===== config.mk =====
export PLATFORM = sky130hd
export DESIGN_NAME = sram_scan_burst_ctrl
export DESIGN_NICKNAME = d
export VERILOG_FILES = /design/src/rtl/sram_scan_burst_ctrl.sv
export SDC_FILE = /design/constraint.sdc
export NUM_CORES = 1
export LEC_CHECK = 0
export BUFFER_PORTS_ARGS = -buffer_cell sky130_fd_sc_hd__buf_2
export CAP_MARGIN = 20
export CORE_ASPECT_RATIO = 1.2
export CORE_MARGIN = 2
export CORE_UTILIZATION = 45
export CTS_CLUSTER_SIZE = 40
export DETAILED_ROUTE_END_ITERATION = 10
export GPL_TIMING_DRIVEN = 0
export PLACE_DENSITY_LB_ADDON = 0.1
export SLEW_MARGIN = 20
export SYNTH_ARGS = -nofsm -noshare
export SYNTH_HDL_FRONTEND = slang
export SYNTH_SLANG_ARGS = --single-unit

===== constraint.sdc =====
create_clock -name csi_clk -period 2.06 [get_ports csi_clk]
set_clock_uncertainty 0.1 [all_clocks]
set_input_delay 0.309 -clock csi_clk [delete_from_list [all_inputs] [get_ports csi_clk]]
set_output_delay 0.309 -clock csi_clk [all_outputs]
set_load 0.1 [all_outputs]

===== src/rtl/sram_scan_burst_ctrl.sv =====
// Serial scan controller for the SCPU I/O control chain. Loads address+data
// frames from Avalon-MM registers, shifts them LSB-first on a divided serial
// clock and captures the returning chain contents for readback. Bursts repeat
// the frame with an auto-incrementing address.
`timescale 1ns/1ps
module sram_scan_burst_ctrl #(
  parameter int MEM_DATA_WIDTH = 8,
  parameter int MEM_ADDR_WIDTH = 9,
  parameter int FRAME_BITS     = MEM_ADDR_WIDTH + MEM_DATA_WIDTH,
  parameter int AVS_WIDTH      = 32,
  parameter int DIV_WIDTH      = 8
) (
  input  logic                 csi_clk,
  input  logic                 rsi_reset_n,
  input  logic [AVS_WIDTH-1:0] avs_cpuctrl_writedata,
  input  logic                 avs_cpuctrl_write,
  output logic [AVS_WIDTH-1:0] avs_cpustat_readdata,
  input  logic [AVS_WIDTH-1:0] avs_sram_addr_writedata,
  input  logic                 avs_sram_addr_write,
  input  logic [AVS_WIDTH-1:0] avs_sram_data_writedata,
  input  logic                 avs_sram_data_write,
  output logic [AVS_WIDTH-1:0] avs_sram_addr_readdata,
  output logic [AVS_WIDTH-1:0] avs_sram_data_readdata,
  output logic                 coe_ctrl_bgn_export,
  output logic [1:0]           coe_ctrl_mod_export,
  output logic                 coe_ctrl_load_export,
  output logic                 coe_ctrl_si_export,
  output logic                 coe_ctrl_sclk_export,
  input  logic                 coe_ctrl_so_export,
  input  logic                 coe_ctrl_rdy_export
);

  typedef enum logic [2:0] {
    S_IDLE, S_LOAD, S_SHIFT_LO, S_SHIFT_HI, S_CAPTURE
  } state_t;

  state_t state, state_nxt;

  // Host-visible registers
  logic                      bgn_q;
  logic [1:0]                mode_q;
  logic [DIV_WIDTH-1:0]      div_q;
  logic [MEM_ADDR_WIDTH-1:0] addr_q;
  logic [MEM_DATA_WIDTH-1:0] data_q;
  logic                      done_q;

  // Burst bookkeeping
  logic [7:0]                remaining;
  logic [MEM_ADDR_WIDTH-1:0] addr_cnt;
  logic                      addr_pend;

  // Shift datapath
  logic [FRAME_BITS-1:0]     shift_q;
  logic [FRAME_BITS-1:0]     capture_q;
  logic [7:0]                bit_cnt;
  logic [DIV_WIDTH-1:0]      div_frame;
  logic [DIV_WIDTH-1:0]      div_cnt;
  logic                      so_bit;

  logic                      start_accept;
  logic                      phase_last;
  logic                      burst_next;
  logic [MEM_ADDR_WIDTH-1:0] addr_wr_val;

  assign start_accept = avs_cpuctrl_write && avs_cpuctrl_writedata[1] && (state == S_IDLE);
  assign phase_last   = (div_cnt == div_frame);
  assign burst_next   = (state == S_CAPTURE) && (remaining != 8'd0);
  assign addr_wr_val  = avs_sram_addr_writedata[MEM_ADDR_WIDTH-1:0];

  // Bits of the Avalon words that carry no field
  logic unused_wdata;
  assign unused_wdata = ^{avs_cpuctrl_writedata[AVS_WIDTH-1:24],
                          avs_cpuctrl_writedata[7:4],
                          avs_sram_addr_writedata[AVS_WIDTH-1:MEM_ADDR_WIDTH],
                          avs_sram_data_writedata[AVS_WIDTH-1:MEM_DATA_WIDTH]};

  // State register
  always_ff @(posedge csi_clk or negedge rsi_reset_n) begin
    if (!rsi_reset_n) state <= S_IDLE;
    // NOTE: registers take non-blocking assignments so every flop samples
    // pre-edge values regardless of the order of statements or blocks.
    else              state <= state_nxt;
  end

  // Next-state logic
  always_comb begin
    // NOTE: default assignment first so no path leaves state_nxt unassigned
    // and no latch is inferred.
    state_nxt = state;
    unique case (state)
      S_IDLE:     if (start_accept) state_nxt = S_LOAD;
      S_LOAD:     state_nxt = S_SHIFT_LO;
      S_SHIFT_LO: if (phase_last) state_nxt = S_SHIFT_HI;
      S_SHIFT_HI: if (phase_last) state_nxt = (bit_cnt == 8'd1) ? S_CAPTURE : S_SHIFT_LO;
      S_CAPTURE:  state_nxt = (remaining == 8'd0) ? S_IDLE : S_LOAD;
      default:    state_nxt = S_IDLE;
    endcase
  end

  // Serial-side outputs decoded from the state
  always_comb begin
    coe_ctrl_load_export = 1'b0;
    coe_ctrl_sclk_export = 1'b0;
    coe_ctrl_si_export   = 1'b0;
    unique case (state)
      S_LOAD:     coe_ctrl_load_export = 1'b1;
      S_SHIFT_LO: coe_ctrl_si_export   = shift_q[0];
      S_SHIFT_HI: begin
        coe_ctrl_sclk_export = 1'b1;
        coe_ctrl_si_export   = shift_q[0];
      end
      default: ;
    endcase
  end

  // Host register file: BGN/MODE/DIV follow every control write
  always_ff @(posedge csi_clk or negedge rsi_reset_n) begin
    if (!rsi_reset_n) begin
      // NOTE: these are plain registers, not a memory array, so resetting
      // them is cheap and gives software a defined state after reset.
      bgn_q  <= 1'b0;
      mode_q <= 2'b00;
      div_q  <= '0;
      addr_q <= '0;
      data_q <= '0;
    end else begin
      if (avs_cpuctrl_write) begin
        bgn_q  <= avs_cpuctrl_writedata[0];
        mode_q <= avs_cpuctrl_writedata[3:2];
        div_q  <= avs_cpuctrl_writedata[16 +: DIV_WIDTH];
      end
      if (avs_sram_addr_write) addr_q <= addr_wr_val;
      if (avs_sram_data_write) data_q <= avs_sram_data_writedata[MEM_DATA_WIDTH-1:0];
    end
  end

  // Burst control: frame count, address counter and sticky DONE
  always_ff @(posedge csi_clk or negedge rsi_reset_n) begin
    if (!rsi_reset_n) begin
      done_q    <= 1'b0;
      remaining <= '0;
      addr_cnt  <= '0;
      addr_pend <= 1'b0;
    end else begin
      if (start_accept) begin
        done_q    <= 1'b0;
        remaining <= avs_cpuctrl_writedata[15:8];
        // A same-cycle address write wins over the stored address.
        addr_cnt  <= avs_sram_addr_write ? addr_wr_val : addr_q;
        addr_pend <= 1'b0;
      end else if (burst_next) begin
        remaining <= remaining - 8'd1;
        // An address written mid-burst redirects the next frame; otherwise
        // the counter steps and wraps at the address width.
        if (avs_sram_addr_write)  addr_cnt <= addr_wr_val;
        else if (addr_pend)       addr_cnt <= addr_q;
        else                      addr_cnt <= addr_cnt + 1'b1;
        addr_pend <= 1'b0;
      end else begin
        if (state == S_CAPTURE) done_q <= 1'b1;
        if (avs_sram_addr_write && state != S_IDLE) addr_pend <= 1'b1;
      end
    end
  end

  // Shift engine: frame load, divided bit timing and readback capture
  always_ff @(posedge csi_clk or negedge rsi_reset_n) begin
    if (!rsi_reset_n) begin
      shift_q   <= '0;
      capture_q <= '0;
      bit_cnt   <= '0;
      div_frame <= '0;
      div_cnt   <= '0;
      so_bit    <= 1'b0;
    end else begin
      unique case (state)
        S_LOAD: begin
          shift_q   <= {addr_cnt, data_q};
          bit_cnt   <= 8'(FRAME_BITS);
          div_frame <= div_q;
          div_cnt   <= '0;
        end
        S_SHIFT_LO: begin
          if (phase_last) begin
            so_bit  <= coe_ctrl_so_export;
            div_cnt <= '0;
          end else begin
            div_cnt <= div_cnt + 1'b1;
          end
        end
        S_SHIFT_HI: begin
          if (phase_last) begin
            shift_q <= {so_bit, shift_q[FRAME_BITS-1:1]};
            bit_cnt <= bit_cnt - 8'd1;
            div_cnt <= '0;
          end else begin
            div_cnt <= div_cnt + 1'b1;
          end
        end
        S_CAPTURE: capture_q <= shift_q;
        default: ;
      endcase
    end
  end

  // Avalon read views and chip control levels
  always_comb begin
    avs_cpustat_readdata       = '0;
    avs_cpustat_readdata[0]    = coe_ctrl_rdy_export;
    avs_cpustat_readdata[1]    = (state != S_IDLE);
    avs_cpustat_readdata[2]    = done_q;
    avs_cpustat_readdata[15:8] = remaining;
  end

  assign avs_sram_addr_readdata = AVS_WIDTH'(capture_q[FRAME_BITS-1:MEM_DATA_WIDTH]);
  assign avs_sram_data_readdata = AVS_WIDTH'(capture_q[MEM_DATA_WIDTH-1:0]);
  assign coe_ctrl_bgn_export    = bgn_q;
  assign coe_ctrl_mod_export    = mode_q;

endmodule


==> run summary <==
The run finished with clean final reports. After detailed placement, the total cell area comes to 6486 sq um. Critical path data required time: 2.22 ns.

OpenSTA, run right after detailed placement, puts the worst setup slack at -0.2823 ns. Cell type with the highest occurrence count on the critical path: buf_4. Using the TritonRoute via totals, the vias-per-cell ratio works out to 4.798. The mean instance size in the synthesized netlist works out to 10.18 sq um. The largest individual stage delay along the critical path comes from the cell dfrtp_2. Global-route met3 utilization: 3.571%. The final-report max-slew violation count is 0. The kind of path behind the tightest hold check is in2reg. The worst pin sits at a relative slew slack of 51.05%. The first global-routing pass estimated 18980 um of wire.

The share of flip-flops with an asynchronous set or reset after synthesis is 100.0%, and the fraction of power consumed by combinational cells is 34.8%. No sink is reached through more buffers than the 2 on the longest clock path. The internal power of the cells totals 4358 uW. In this run, distinct cell masters in the synthesized netlist total 50. In this run the worst path has a maximum fanout of 7. The number of sinks handled by clock tree synthesis was 109; the area of the core region was 12060 sq um. The most frequent standard cell in the layout excluding fill and tap cells is dfrtp_1.

The leading register cell type out of synthesis was dfrtp_1. The die covers 13260 sq um. The via count was 4275; the post-synth design cell area was 5558 sq um.

In the final timing run, aggregate negative setup slack is 0 ns. After clock tree synthesis, the clock-pin slew on the worst setup and hold paths is 0.07 ns. Of the total power, registers draw 41.9%.

The delay of the slowest critical-path stage was 0.43 ns. The cell at the root of the clock tree is clkbuf_16. Count of maximum capacitance violations: 0.

For this run, the post-layout net count is 836. The die height is 125.7 um. The number of failing hold endpoints at the final stage is 0. Power density of the placed cells: 996.0 nW/um^2.

The logs give 546 for the number of cells produced by synthesis and 23.4% for the part of the total power dissipated in the clock network. The tools report the number of setup violations in the final report as 0. For the area taken by flip-flops and latches, the log shows 2741 sq um. Dividing the detail-routed wire length by the instance count gives 13.44 um. Layer carrying the most global-route usage: met2. In this run the static leakage power is 0.003486 uW.

The tools report the via count of the first global-routing pass as 3931. CTS built an H-tree with a depth of 3. Setup repair after global routing could not meet its margin everywhere.

The global-route met1 utilization is 22.52%, and the row count is 44. At the pin with the least slew margin, the transition time is 0.7327 ns. In this run the remaining antenna-violating nets after routing total 0. On the final layout, the worst hold slack is 0.07437 ns. The largest net degree at the start of global routing came out at 59.

The final cycle utilization of the critical path works out to 99.74%. The signal on the critical path passes through xor2_1 -> nor4_4 -> buf_4 -> nand3_4 -> buf_4 -> or3_1 -> a21oi_2. The detailed-router iteration count before antenna repair is 4, and the shortest period the worst path allows is 2.055 ns.

In this run, synthesis produced a sequential element count of 109. For this run, the number of Yosys warnings is 0. The net switching power is 2766 uW. The tools report the part of the Yosys area used for sequential elements as 49.08%. STA classifies the critical path startpoint as a register. Pin placement for this block handled 205 I/O pins. The count of buffers added on input and output ports is 74. Post-detailed-placement half-perimeter wirelength: 8467 um. The number of fillers in the final layout was 1061; the aggregate routed wire length was 11970 um. Once layout is done, the placed cells without fillers occupy 7152 sq um. At the end of routability-driven placement, the weighted congestion stood at 0.7941. The critical path is of the reg2reg type. The tools report the number of antenna violations at the first check in global routing as 0.

Summed over all layers, the global routing overflow is 0. Global routing consumed, over all layers together, 17.63% of the routing resources. For this run, design rule violations remaining after detail routing come to 0. The tools report the multi-input logic area as 2556 sq um. The share of final-layout standard cells stronger than drive strength 1 was 38.00%; the number of buffers inserted during clock tree synthesis was 9. VDD sags by at most 435.3 uV.

TritonCTS built the clock tree. Leaving out fill and tap cells, the most frequent cells in the layout are 102 x dfrtp_1, 99 x buf_4, 70 x buf_2, 68 x conb_1, 52 x nand2_1. The floorplan die width is 105.5 um.

The final worst slack is 0.005397 ns, and the layout overhead on the synthesized area is 28.68%. The starting density of the core is 46.10%. Net switching is 38.83% of the power. STA classifies the critical path endpoint as a register. For this run, the top clock speed supported by timing is 486.7 MHz. Global routing used 30.59% of the available met2 tracks. The DRC violation total after the first TritonRoute iteration came out at 193. The number of enable-type register cells in the synthesized netlist is 0. Data on the critical path arrives at its endpoint at 2.22 ns.

At the later pin of the worst-skew pair, clock insertion delay measures 0.34 ns.
==> state kept, by name, summed over array words and instances (netlist names), 2 cells and up <==
| register | flops |
|---|---|
| div_frame | 8 |
| state | 3 |
| data_q | 8 |
| div_cnt | 8 |
| div_q | 8 |
| remaining | 8 |
| addr_q | 9 |
| addr_cnt | 9 |
| bit_cnt | 8 |
| coe_ctrl_mod_export | 2 |
| capture_q | 17 |
| shift_q | 17 |
==> metal layers <==
| metal | wire [um] | vias up |
|---|---|---|
| met5 | 0 | - |
| met2 | 6114 | 98 |
| met1 | 5178 | 2049 |
| met4 | 169 | 0 |
| met3 | 509 | 11 |
| li1 | - | 2117 |
==> final cells by class <==
type	count	share of cell area [%]
clock inverters	4	0.7348
flip-flops and latches	109	38.33
repair buffers	103	9.045
clock buffers	9	3.149
diodes	1	0.03499
inverters	15	0.8747
well taps	161	2.817
multi-input cells	396	35.74
plain buffers	93	9.272
==> stage by stage <==
stage / instances / total power [uW] / utilization (%)
floorplan: 613 / 4829 / -
global placement: 848 / 5171 / 53.52
detailed placement: 849 / 5225 / 53.80
CTS: 871 / 6983 / 57.15
global route: 890 / 7501 / 59.30
finish: 891 / 7123 / 59.32
==> critical path: cells and delay by family (launching register included) <==
family / cells / cell delay (ns)
and+or+nand+nor: 3 / 0.77
xor gates and xnor gates: 1 / 0.17
buffers and inverters: 2 / 0.34
AOI/OAI and AO/OA: 1 / 0.16
DFF: 1 / 0.43
==> worst paths after layout <==
kind,end,startpoint,depth (start not counted),slack (ns)
setup / recovery,bit_cnt[3],div_cnt[3],7,0.005
hold / removal,remaining[5],avs_cpuctrl_writedata[13],3,0.07
setup reg to reg,bit_cnt[3],div_cnt[3],7,0.005
hold reg to reg,div_frame[7],div_q[7],2,0.37
max in group asynchronous,bit_cnt[1],rsi_reset_n,3,0.78
min in group asynchronous,remaining[4],rsi_reset_n,2,0.43
==> power by group through the flow <==
stage	clock network (uW)	logic (uW)	registers (uW)
global placement	0	2160	3010
floorplan	0	1710	3110
finish	1660	2480	2980
global route	1790	2660	3050
CTS	1700	2310	2970
detailed placement	0	2210	3010
==> timing repair <==
action                                 in CTS  in global routing
resized for setup                          23                 27
cloned                                      0                  0
setup endpoints to repair                  54                 39
buffers inserted                            8                 19
endpoints found under the hold margin      51                  0
pin swaps                                   4                  9
hold buffers                                1                  0
==> cell families after synthesis <==
logic type | count (synthesis) | synth area share, %
buffers and inverters | 108 | 12.13
AO/OA/AOI/OAI | 107 | 12.00
XOR/XNOR | 21 | 3.309
AND/OR/NAND/NOR | 150 | 13.19
flip-flops | 109 | 49.08
multiplexers | 44 | 8.870
other | 1 | 0.06747
adder cells (fa/ha/maj) | 6 | 1.351
==> synthesized netlist by cell type, drive strengths merged, types with 3 or more instances <==
cell,instances,share of area (%)
o21ai,20,1.8
xor2,15,2.4
a211oi,3,0.41
buf,76,10
nand2b,6,0.68
or2,4,0.45
dfrtp,109,49
or3,7,0.79
mux2,42,8.5
nand4,3,0.34
a31oi,11,1.2
inv,15,1.0
nand3,11,1.1
nor2,43,2.9
or4,4,0.54
nor4,4,0.99
a22oi,3,0.41
nor3,4,0.45
ha,6,1.4
o22ai,18,2.0
xnor2,6,0.95
o211ai,11,1.5
clkbuf,17,1.2
a21oi,29,2.6
nand2,53,3.6
No activity file was read; power rests on OpenSTA's default activity.
